## src/rtl/mux_2n_to_1_pipe.sv

```systemverilog
// Parametrised 2^SEL_W-to-1 word mux tree with optional per-level registers.
// Carries valid and the selected index alongside the data; scan mode walks inputs in order.
module mux_2n_to_1_pipe #(
    parameter int SEL_W  = 5,
    parameter int DATA_W = 1,
    parameter int PIPE   = 1
) (
    input  logic                           clk,
    input  logic                           rst_n,
    input  logic                           in_valid,
    input  logic [DATA_W*(1<<SEL_W)-1:0]   inp,
    input  logic [SEL_W-1:0]               sel,
    input  logic                           scan_en,
    output logic [DATA_W-1:0]              OUT,
    output logic                           out_valid,
    output logic [SEL_W-1:0]               out_sel
);
    localparam int N = 1 << SEL_W;

    logic [SEL_W-1:0] scan_cnt;
    logic [SEL_W-1:0] esel;

    assign esel = scan_en ? scan_cnt : sel;

    always_ff @(posedge clk or negedge rst_n) begin
        if (!rst_n) begin
            scan_cnt <= '0;
        end else if (in_valid && scan_en) begin
            scan_cnt <= scan_cnt + 1'b1;
        end
    end

    if (PIPE != 0) begin : g_pipe
        // All levels packed into one vector: level j starts at word N - (N >> j)
        // and holds N >> (j+1) words, so the final word is the tree output.
        localparam int TW = DATA_W * (N - 1);

        logic [TW-1:0]    tree_q;
        logic [TW-1:0]    tree_n;
        logic [TW-1:0]    tree_ld;
        logic [SEL_W-1:0] vld_q;
        logic [SEL_W-1:0] vld_in;
        logic [SEL_W-1:0] idx_q  [SEL_W];
        logic [SEL_W-1:0] idx_in [SEL_W];

        always_comb begin
            vld_in    = '0;
            vld_in[0] = in_valid;
            idx_in[0] = esel;
            for (int j = 1; j < SEL_W; j++) begin
                vld_in[j] = vld_q[j-1];
                idx_in[j] = idx_q[j-1];
            end
        end

        always_comb begin
            tree_n  = '0;
            tree_ld = '0;
            for (int i = 0; i < N/2; i++) begin
                tree_n[i*DATA_W +: DATA_W] = esel[0] ? inp[(2*i+1)*DATA_W +: DATA_W]
                                                     : inp[(2*i)*DATA_W +: DATA_W];
            end
            for (int j = 1; j < SEL_W; j++) begin
                for (int i = 0; i < (N >> (j+1)); i++) begin
                    tree_n[(N - (N >> j) + i)*DATA_W +: DATA_W] = idx_q[j-1][j]
                        ? tree_q[(N - (N >> (j-1)) + 2*i + 1)*DATA_W +: DATA_W]
                        : tree_q[(N - (N >> (j-1)) + 2*i)*DATA_W +: DATA_W];
                end
            end
            // A level only loads when a valid sample arrives; bubbles leave it holding.
            for (int j = 0; j < SEL_W; j++) begin
                for (int i = 0; i < (N >> (j+1)); i++) begin
                    tree_ld[(N - (N >> j) + i)*DATA_W +: DATA_W] = {DATA_W{vld_in[j]}};
                end
            end
        end

        always_ff @(posedge clk or negedge rst_n) begin
            if (!rst_n) begin
                tree_q <= '0;
                vld_q  <= '0;
                for (int j = 0; j < SEL_W; j++) begin
                    idx_q[j] <= '0;
                end
            end else begin
                tree_q <= (tree_n & tree_ld) | (tree_q & ~tree_ld);
                vld_q  <= vld_in;
                for (int j = 0; j < SEL_W; j++) begin
                    if (vld_in[j]) begin
                        idx_q[j] <= idx_in[j];
                    end
                end
            end
        end

        assign OUT       = tree_q[TW-1 -: DATA_W];
        assign out_valid = vld_q[SEL_W-1];
        assign out_sel   = idx_q[SEL_W-1];
    end else begin : g_comb
        logic [DATA_W-1:0] res;
        logic [DATA_W-1:0] out_q;
        logic              vld_q;
        logic [SEL_W-1:0]  idx_q;

        always_comb begin
            logic [DATA_W*N-1:0] red;
            red = inp;
            // In-place halving: word i is written only after words 2i and 2i+1 are read.
            for (int j = 0; j < SEL_W; j++) begin
                for (int i = 0; i < (N >> (j+1)); i++) begin
                    red[i*DATA_W +: DATA_W] = esel[j] ? red[(2*i+1)*DATA_W +: DATA_W]
                                                      : red[(2*i)*DATA_W +: DATA_W];
                end
            end
            res = red[DATA_W-1:0];
        end

        always_ff @(posedge clk or negedge rst_n) begin
            if (!rst_n) begin
                out_q <= '0;
                vld_q <= 1'b0;
                idx_q <= '0;
            end else begin
                vld_q <= in_valid;
                if (in_valid) begin
                    out_q <= res;
                    idx_q <= esel;
                end
            end
        end

        assign OUT       = out_q;
        assign out_valid = vld_q;
        assign out_sel   = idx_q;
    end
endmodule

```

## config.mk

```make
export PLATFORM = sky130hd
export DESIGN_NAME = mux_2n_to_1_pipe
export DESIGN_NICKNAME = d
export VERILOG_FILES = /design/src/rtl/mux_2n_to_1_pipe.sv
export SDC_FILE = /design/constraint.sdc
export NUM_CORES = 1
export LEC_CHECK = 0
export CAP_MARGIN = 20
export CORE_MARGIN = 4
export CORE_UTILIZATION = 50
export CTS_CLUSTER_DIAMETER = 40
export CTS_CLUSTER_SIZE = 30
export DETAILED_ROUTE_END_ITERATION = 12
export GPL_TIMING_DRIVEN = 0
export PLACE_DENSITY = 0.73
export SYNTH_ARGS = -nofsm -noshare
export SYNTH_HDL_FRONTEND = slang
export SYNTH_SLANG_ARGS = --single-unit
```

## constraint.sdc

```tcl
create_clock -name clk -period 4.1 [get_ports clk]
set_input_delay 0.82 -clock clk [delete_from_list [all_inputs] [get_ports clk]]
set_output_delay 0.82 -clock clk [all_outputs]
set_load 0.02 [all_outputs]
```

; ---- Word level (Yosys, flattened, before mapping)
; Index checks and enable logic that the tools add are counted.
[word_totals]
reg_bits = 66
output_inout_bits = 7
[op_classes]
addsub = 1
mux = 32
bitwise = 4
reduce_logical = 1
[op_table]
columns = operator, n
row1 = AND 31 bit, 2
row2 = two-way mux 1 bit, 31
row3 = inverter 31 bit, 1
row4 = bitwise OR 31 bit, 1
row5 = adder 5 x 1 -> 5 bit (second input constant), 1
row6 = two-way mux 5 bit, 1
row7 = logical AND 1 bit, 1

; ---- Depth between registers and ports, before layout
[depth]
ltp_word = 4
mapped_depth = 5

; ---- Worst setup path before layout
; OpenSTA, ideal clock, no wires.
[synth_path]
path_kind = input-to-reg
from = input scan_en
to = register with a tool-made name
setup_time_ps = 137
arrival_time_ps = 1771
slack_ps = 2192
stages = 5
path_cell_list = buf_6 > mux2i_4 > buf_12 > mux2i_1 > a21oi_1
[synth_rtl]
columns = item, line
row1 = "start, declared", 13  ; input logic scan_en,

; ---- Final worst setup path
[layout_path]
from = register g_pipe.idx_q (netlist bit out_sel[0])
to = output out_sel[0]
[layout_rtl]
columns = item, line
row1 = "start, declared", 43  ; logic [SEL_W-1:0] idx_q [SEL_W];
row2 = "start signal, assigned by index", 90  ; idx_q[j] <= idx_in[j];
row3 = "end, declared", 16  ; output logic [SEL_W-1:0] out_sel
; No word-level cell between the ends.

==> run summary <==
The largest total area in the synthesized netlist belongs to dfrtp_1. From bottom edge to top edge, the die measures 81.9 um. The worst setup path category was flop to output port.

The internal power summed over all cells is 1.42 mW, and the clock-pin slew on the worst setup and hold paths is 60 ps. The number of clock buffers inserted by TritonCTS is 9. Count of endpoints failing hold in the final timing report: 0. The number of synthesized register bits works out to 66. The die is 81.9 um wide. The count of standard-cell rows is 26. The congestion estimate from routability-driven global placement came to 0.711. Final non-filler cell area: 3470 um2.

For this run, the post-layout net count is 318. The area of the die was 6700 um2; the transition time at the pin with the least slew margin was 780 ps. The initial antenna violation count is 0.

The tools report the clock root buffer as clkbuf_8. By count the netlist is led by 66 x dfrtp_1, 36 x a21oi_1, 36 x nor2_1. On the critical path, the stage with the largest delay is an instance of clkdlybuf4s50_1. Counting flops with an async set or reset pin after synthesis yields a share of 100%. On the worst path, the slowest cell contributes a delay of 600 ps.

Ranked by total cell area, the synthesized netlist is headed by dfrtp_1 61%, mux2i_1 13%, mux2_2 8.7%. For flop-to-flop paths, the worst setup slack is 2590 ps. The maximum number of pins on one net before global-route repair was 67; the antenna violation net count after detailed routing was 0.

In this run the most critical hold path is launched from g_pipe.vld_q[2]$_DFF_PN0_. After clock tree synthesis, the setup repair step added 0 buffers. The first global-routing pass estimated 7.81 mm of wire. The worst register-to-register path begins at scan_cnt[0]$_DFFE_PN0P_. Of the total power, the share spent switching nets is 27.2%. The number of buffers and inverters on the critical path works out to 1. The cell with the most instances after synthesis is dfrtp_1. The tools report the number of levels the H-tree was split into as 3. Of the total power, registers draw 48.0%. In this run the deepest clock path goes through 2 buffers. The cell area that synthesis handed to floorplanning was 2730 um2.

Setup repair after global routing left no endpoint under its margin. TritonCTS built the clock tree. Buffers inserted to repair hold after CTS numbered 0. In this run the count of I/O pins placed on the die edge is 48. In the final layout, the share of cells above drive strength 1 is 14.2%. The share of total power dissipated in combinational logic is 24.6%. The post-synthesis cell count was 219; the number of input and output port buffers inserted was 46. The total of fill cells in the finished design is 423, and the max-slew headroom at the worst pin is 48.0%. Once placement finished, the instance area stood at 3270 um2. Max-cap violations in this run came to 0. The via count of the first global-routing pass came out at 1823.

The static leakage is 1.49 nW. Most frequently used flop master after synthesis: dfrtp_1. The run gives 0.532 mW as the reported net switching power.

Of all nets on the critical path, the largest fanout is 2. STA puts the critical path data arrival time at 1270 ps. The multi-input combinational cells in the finished layout cover a total of 998 um2. For the latest clock arrival within the worst-skew pair, the log shows 330 ps. Summed over all layers, the global routing overflow is 0. For the core box area, the log shows 5200 um2. The tools report the clock sink count as 66. The run gives 3280 ps as the required time at the endpoint of the critical path. For the register area, the log shows 1650 um2.

The final count of pins violating max slew is 0, and the starting density of the core is 52.4%. The area overhead of the layout relative to synthesis is 27.2%, and the overall track demand over capacity in global routing is 15.7%. The run finished with clean final reports. The aggregate routed wire length was 4.52 mm; the share of the synthesized area in the top cell type was 60.6%.

The run gives 0 as the number of antenna repair diodes. The first routing iteration left 129 violations. The count of cells along the worst register-to-register path works out to 4. In the routed design, unresolved DRC markers number 0.

The completed layout was analyzed and its total power is 1.95 mW. The worst hold path passes through 0 cells. After synthesis, the mean cell area works out to 12.5 um2. Derived from the worst setup path, the maximum achievable clock frequency is 0.478 GHz. Setup violations remaining at the end of the flow were counted as 0. After synthesis, the netlist uses 15 different library cells. After layout, the worst path uses 51.0% of the clock period. Broken down by cell family, the worst path's largest delay share belongs to buffers and inverters. The placed wire-length estimate after detailed placement was 3.19 mm; the clock period minus final worst setup slack was 2090 ps. The final route contains 1756 vias. Walking the worst path, the cells encountered are clkdlybuf4s50_1. The routed wire length per instance came out at 12.9 um. The tightest min-delay check is of the flop to flop type. STA classifies the critical path endpoint as an output port. Using the TritonRoute via totals, the vias-per-cell ratio works out to 5.00. The path with the worst hold slack has its endpoint at g_pipe.vld_q[3]$_DFF_PN0_. The run gives 60.6% as the sequential area share after synthesis.

The run gives 0 as the Yosys warning count. In this run, the clock network consumes 27.4% of the power. The run gives 7.97 ps as the worst clock skew. The length of the first detailed-routing pass in iterations is 4. The total nets after synthesis came out at 261.

Across the VDD grid, the largest voltage drop is 0.000307 V. The tools report the startpoint class of the critical path as a flop. The final-layout setup total negative slack is 0 ps, and the number of resized instances in the post-cts repair step is 0. The power density of the placed cells came out at 563 nW/um2.

The number of enable-type register cells in the synthesized netlist was 0.
layer usage:
metal  vias up  part of all wire, %  GRT usage, %
li1        869                    -             -
met1       825                   44          18.3
met2        50                   47          25.8
met3        12                  5.5          3.62
met4         0                  2.9          9.97
met5         -                    0             0
worst register-to-register path, stage by stage (launching register included):
cell and delay [ps]:
dfrtp_1 440, mux2i_4 370, buf_12 200, mux2i_1 250
a21oi_1 100
power by group through the flow:
| stage | combinational, mW | sequential, mW | clock, mW |
|---|---|---|---|
| final | 0.481 | 0.938 | 0.535 |
| after CTS | 0.490 | 0.941 | 0.555 |
| after floorplan | 0.310 | 0.957 | 0 |
| after detailed placement | 0.487 | 0.953 | 0 |
| after global routing | 0.536 | 0.962 | 0.584 |
| after global placement | 0.476 | 0.945 | 0 |
per-stage QoR:
stage,setup WS [ps],hold slack [ps],std cells,util [%]
finish,2010,372,351,66.7
global route,1930,381,351,66.7
CTS,1980,375,351,66.7
detailed placement,1690,360,335,62.9
global placement,98.7,357,335,62.9
floorplan,2190,352,219,-
cell families after synthesis:
logic type	synth area share, %
adder cells (fa/ha/maj)	0.459
flip-flops	60.6
XOR/XNOR	1.28
AO/OA/AOI/OAI	6.61
AND/OR/NAND/NOR	5.92
buffers and inverters	2.84
multiplexers	22.3
layout by cell type, fill, tap and decap left out, drive strengths merged:
master         netlist  routed
dfrtp               66      66
clkdlybuf4s50        0      45
nor2                36      36
a21oi               36      36
mux2i               36      36
clkbuf              11      25
mux2                21      21
xnor2                4       4
buf                  3       4
nand3                3       3
and3                 1       1
nand2                1       1
ha                   1       1
clkinv               0       1
bufinv               0       1
worst max path at each step:
stage	from	to	slack, ps	cells past startpoint
after global routing	in_valid	g_pipe.idx_in[17]$_DFFE_PN0P_	1930	5
after CTS	out_sel[0]$_DFFE_PN0P_	out_sel[0]	1980	1
after detailed placement	in_valid	flop	1690	5
final	out_sel[0]$_DFFE_PN0P_	out_sel[0]	2010	1
after global placement	rst_n	asynchronous set/reset pin	100	1
after floorplan	scan_en	flop	2190	5
cell type report:
class / count / share of cell area, %
sequential: 66 / 47.6
multi-input combinational: 139 / 28.8
timing repair buffer: 46 / 13.2
clock buffer: 14 / 4.69
tap: 70 / 2.52
buffer: 14 / 2.24
clock inverter: 2 / 1.01
No activity file was read; power rests on OpenSTA's default activity.
==> edit (same flow settings) <==
Change the parameter `SEL_W` from 5 to 3.
--- a/src/rtl/mux_2n_to_1_pipe.sv
+++ b/src/rtl/mux_2n_to_1_pipe.sv
@@ -2,5 +2,5 @@
 // Carries valid and the selected index alongside the data; scan mode walks inputs in order.
 module mux_2n_to_1_pipe #(
-    parameter int SEL_W  = 5,
+    parameter int SEL_W  = 3,
     parameter int DATA_W = 1,
     parameter int PIPE   = 1
Ports: changed (resized inp, out_sel and sel); port bits go from 48 to 20. The function was not compared with the original's and may differ.
==> edit against the unedited design <==
  * Cell area is 67% lower
  * Power is 70% lower
  * Wire length is 70% lower
  * Sequential cell count is 44 lower
  * Via count is 67% lower
  * Setup slack better by 0.015 ns
  * Largest cell class unchanged
  * Combinational power is 67% lower
  * Die area is 62% lower
  * Area after synthesis is 67% lower
  * Highest routed layer unchanged
==> edit: results (changes against the unedited design) <==
| Metric | Value |
|---|---|
| VDD IR-drop max | 0.300 mV (-2.3%) |
| Worst skew pair latency | 0.30 ns (-0.03 ns) |
| Sw Pwr | 0.166 mW (-69%) |
| Worst Min Path Start | g_pipe.vld_q[0] |
| Hold Path End | g_pipe.vld_q[1] |
| Synth Area in XOR/XNOR | 1.96% (+0.68 points) |
| Status | completed |
| Leakage | 0.486 nW (-67%) |
| Post-synth cell types | 14 (-1) |
| WL/cell | 11.7 µm (-8.9%) |
| CTS Root Cell | clkbuf_4 |
| Sequential area share after synthesis | 61.7% (+1.2 points) |
| P_clk | 0.115 mW (-79%) |
| Final nets | 107 (-66%) |
| Net Count, Synth | 84 (-68%) |
| Total CTS buffers | 3 (-6) |
| DRT iter0 DRCs | 2 (-98%) |
| Met1 GRT Util | 15.0% (-3.3 points) |
| Worst slew pin tran | 0.925 ns (+0.145 ns) |
| Synth Area in Adders | 1.40% (+0.94 points) |
| R2r worst-path depth | 3 (-1) |
| Max Clock Skew | 0.00251 ns (-0.00546 ns) |
| Via/cell ratio | 4.97 (-0.75%) |
| H-tree levels | 1 (-2) |
| Mux cell area share after synthesis | 21.5% (-0.88 points) |
| GP Congestion | 0.687 (-3.4%) |
| Clock power frac | 19.6% (-7.8 points) |
| Pin count of the biggest net entering global routing | 23 (-66%) |
| Synth top cells by count | dfrtp_1 (22), a21oi_1 (10), nor2_1 (10) |
| Ranking of synthesized cells by area | dfrtp_1 (62%), mux2i_1 (10%), mux2_2 (7.6%) |
| Met3 usage | 2.97% (-0.65 points) |
| Worst Setup EP | out_sel[0] |
| All-Layer GR Usage | 12.9% (-2.8 points) |
| Clock-pin slew on the worst setup and hold paths | 0.11 ns (+0.05 ns) |
| Logic pwr share | 27.0% (+2.4 points) |
| Synth Area in Compound Gates | 5.61% (-1.0 points) |
| Share of cells above drive strength 1 | 14.4% (+0.21 points) |
| R2R Setup Slk | 2.98 ns (+0.39 ns) |
| IO Port Bufs | 18 (-61%) |
| First-pass GRT wire length | 2450 µm (-69%) |
| GR Util met2 | 22.4% (-3.5 points) |
| CP Max Fanout | 2 (unchanged) |
| Vias in the first global route | 595 (-67%) |
| Post CTS Setup Buffer Count | 0 (unchanged) |
edit: cell types whose count changed after synthesis, sizes merged, moves of 2 or more:
cell,unedited run,this run
a21oi,36,10
xnor2,4,2
mux2,21,7
mux2i,36,10
dfrtp,66,22
nand3,3,1
clkbuf,11,2
nor2,36,10
edit: per-layer routing:
metal  wire, µm  vias up
met3         88        2
met1        568      273
met2        681       18
li1           -      278
met4         12        0
met5          0        -
edit: layout make-up:
class                   count  area [µm²]
fillers                   128         568
flip-flops and latches     22         551
multi-input cells          42         318
repair buffers             18         180
clock buffers               4        36.3
well taps                  25        31.3
plain buffers               4        23.8
edit: metrics by stage:
stage          area (µm²)  hold slack [ns]  utilization (%)  setup slack (ns)  std cells
3_3_place_gp         1100            0.362             64.6              1.95        111
2_1_floorplan         892            0.352                -              2.49         68
5_1_grt              1140            0.402             66.7              1.96        115
6_report             1140            0.387             66.7              2.02        115
3_5_place_dp         1100            0.363             64.6              1.92        111
4_1_cts              1140            0.390             66.7              2.01        115
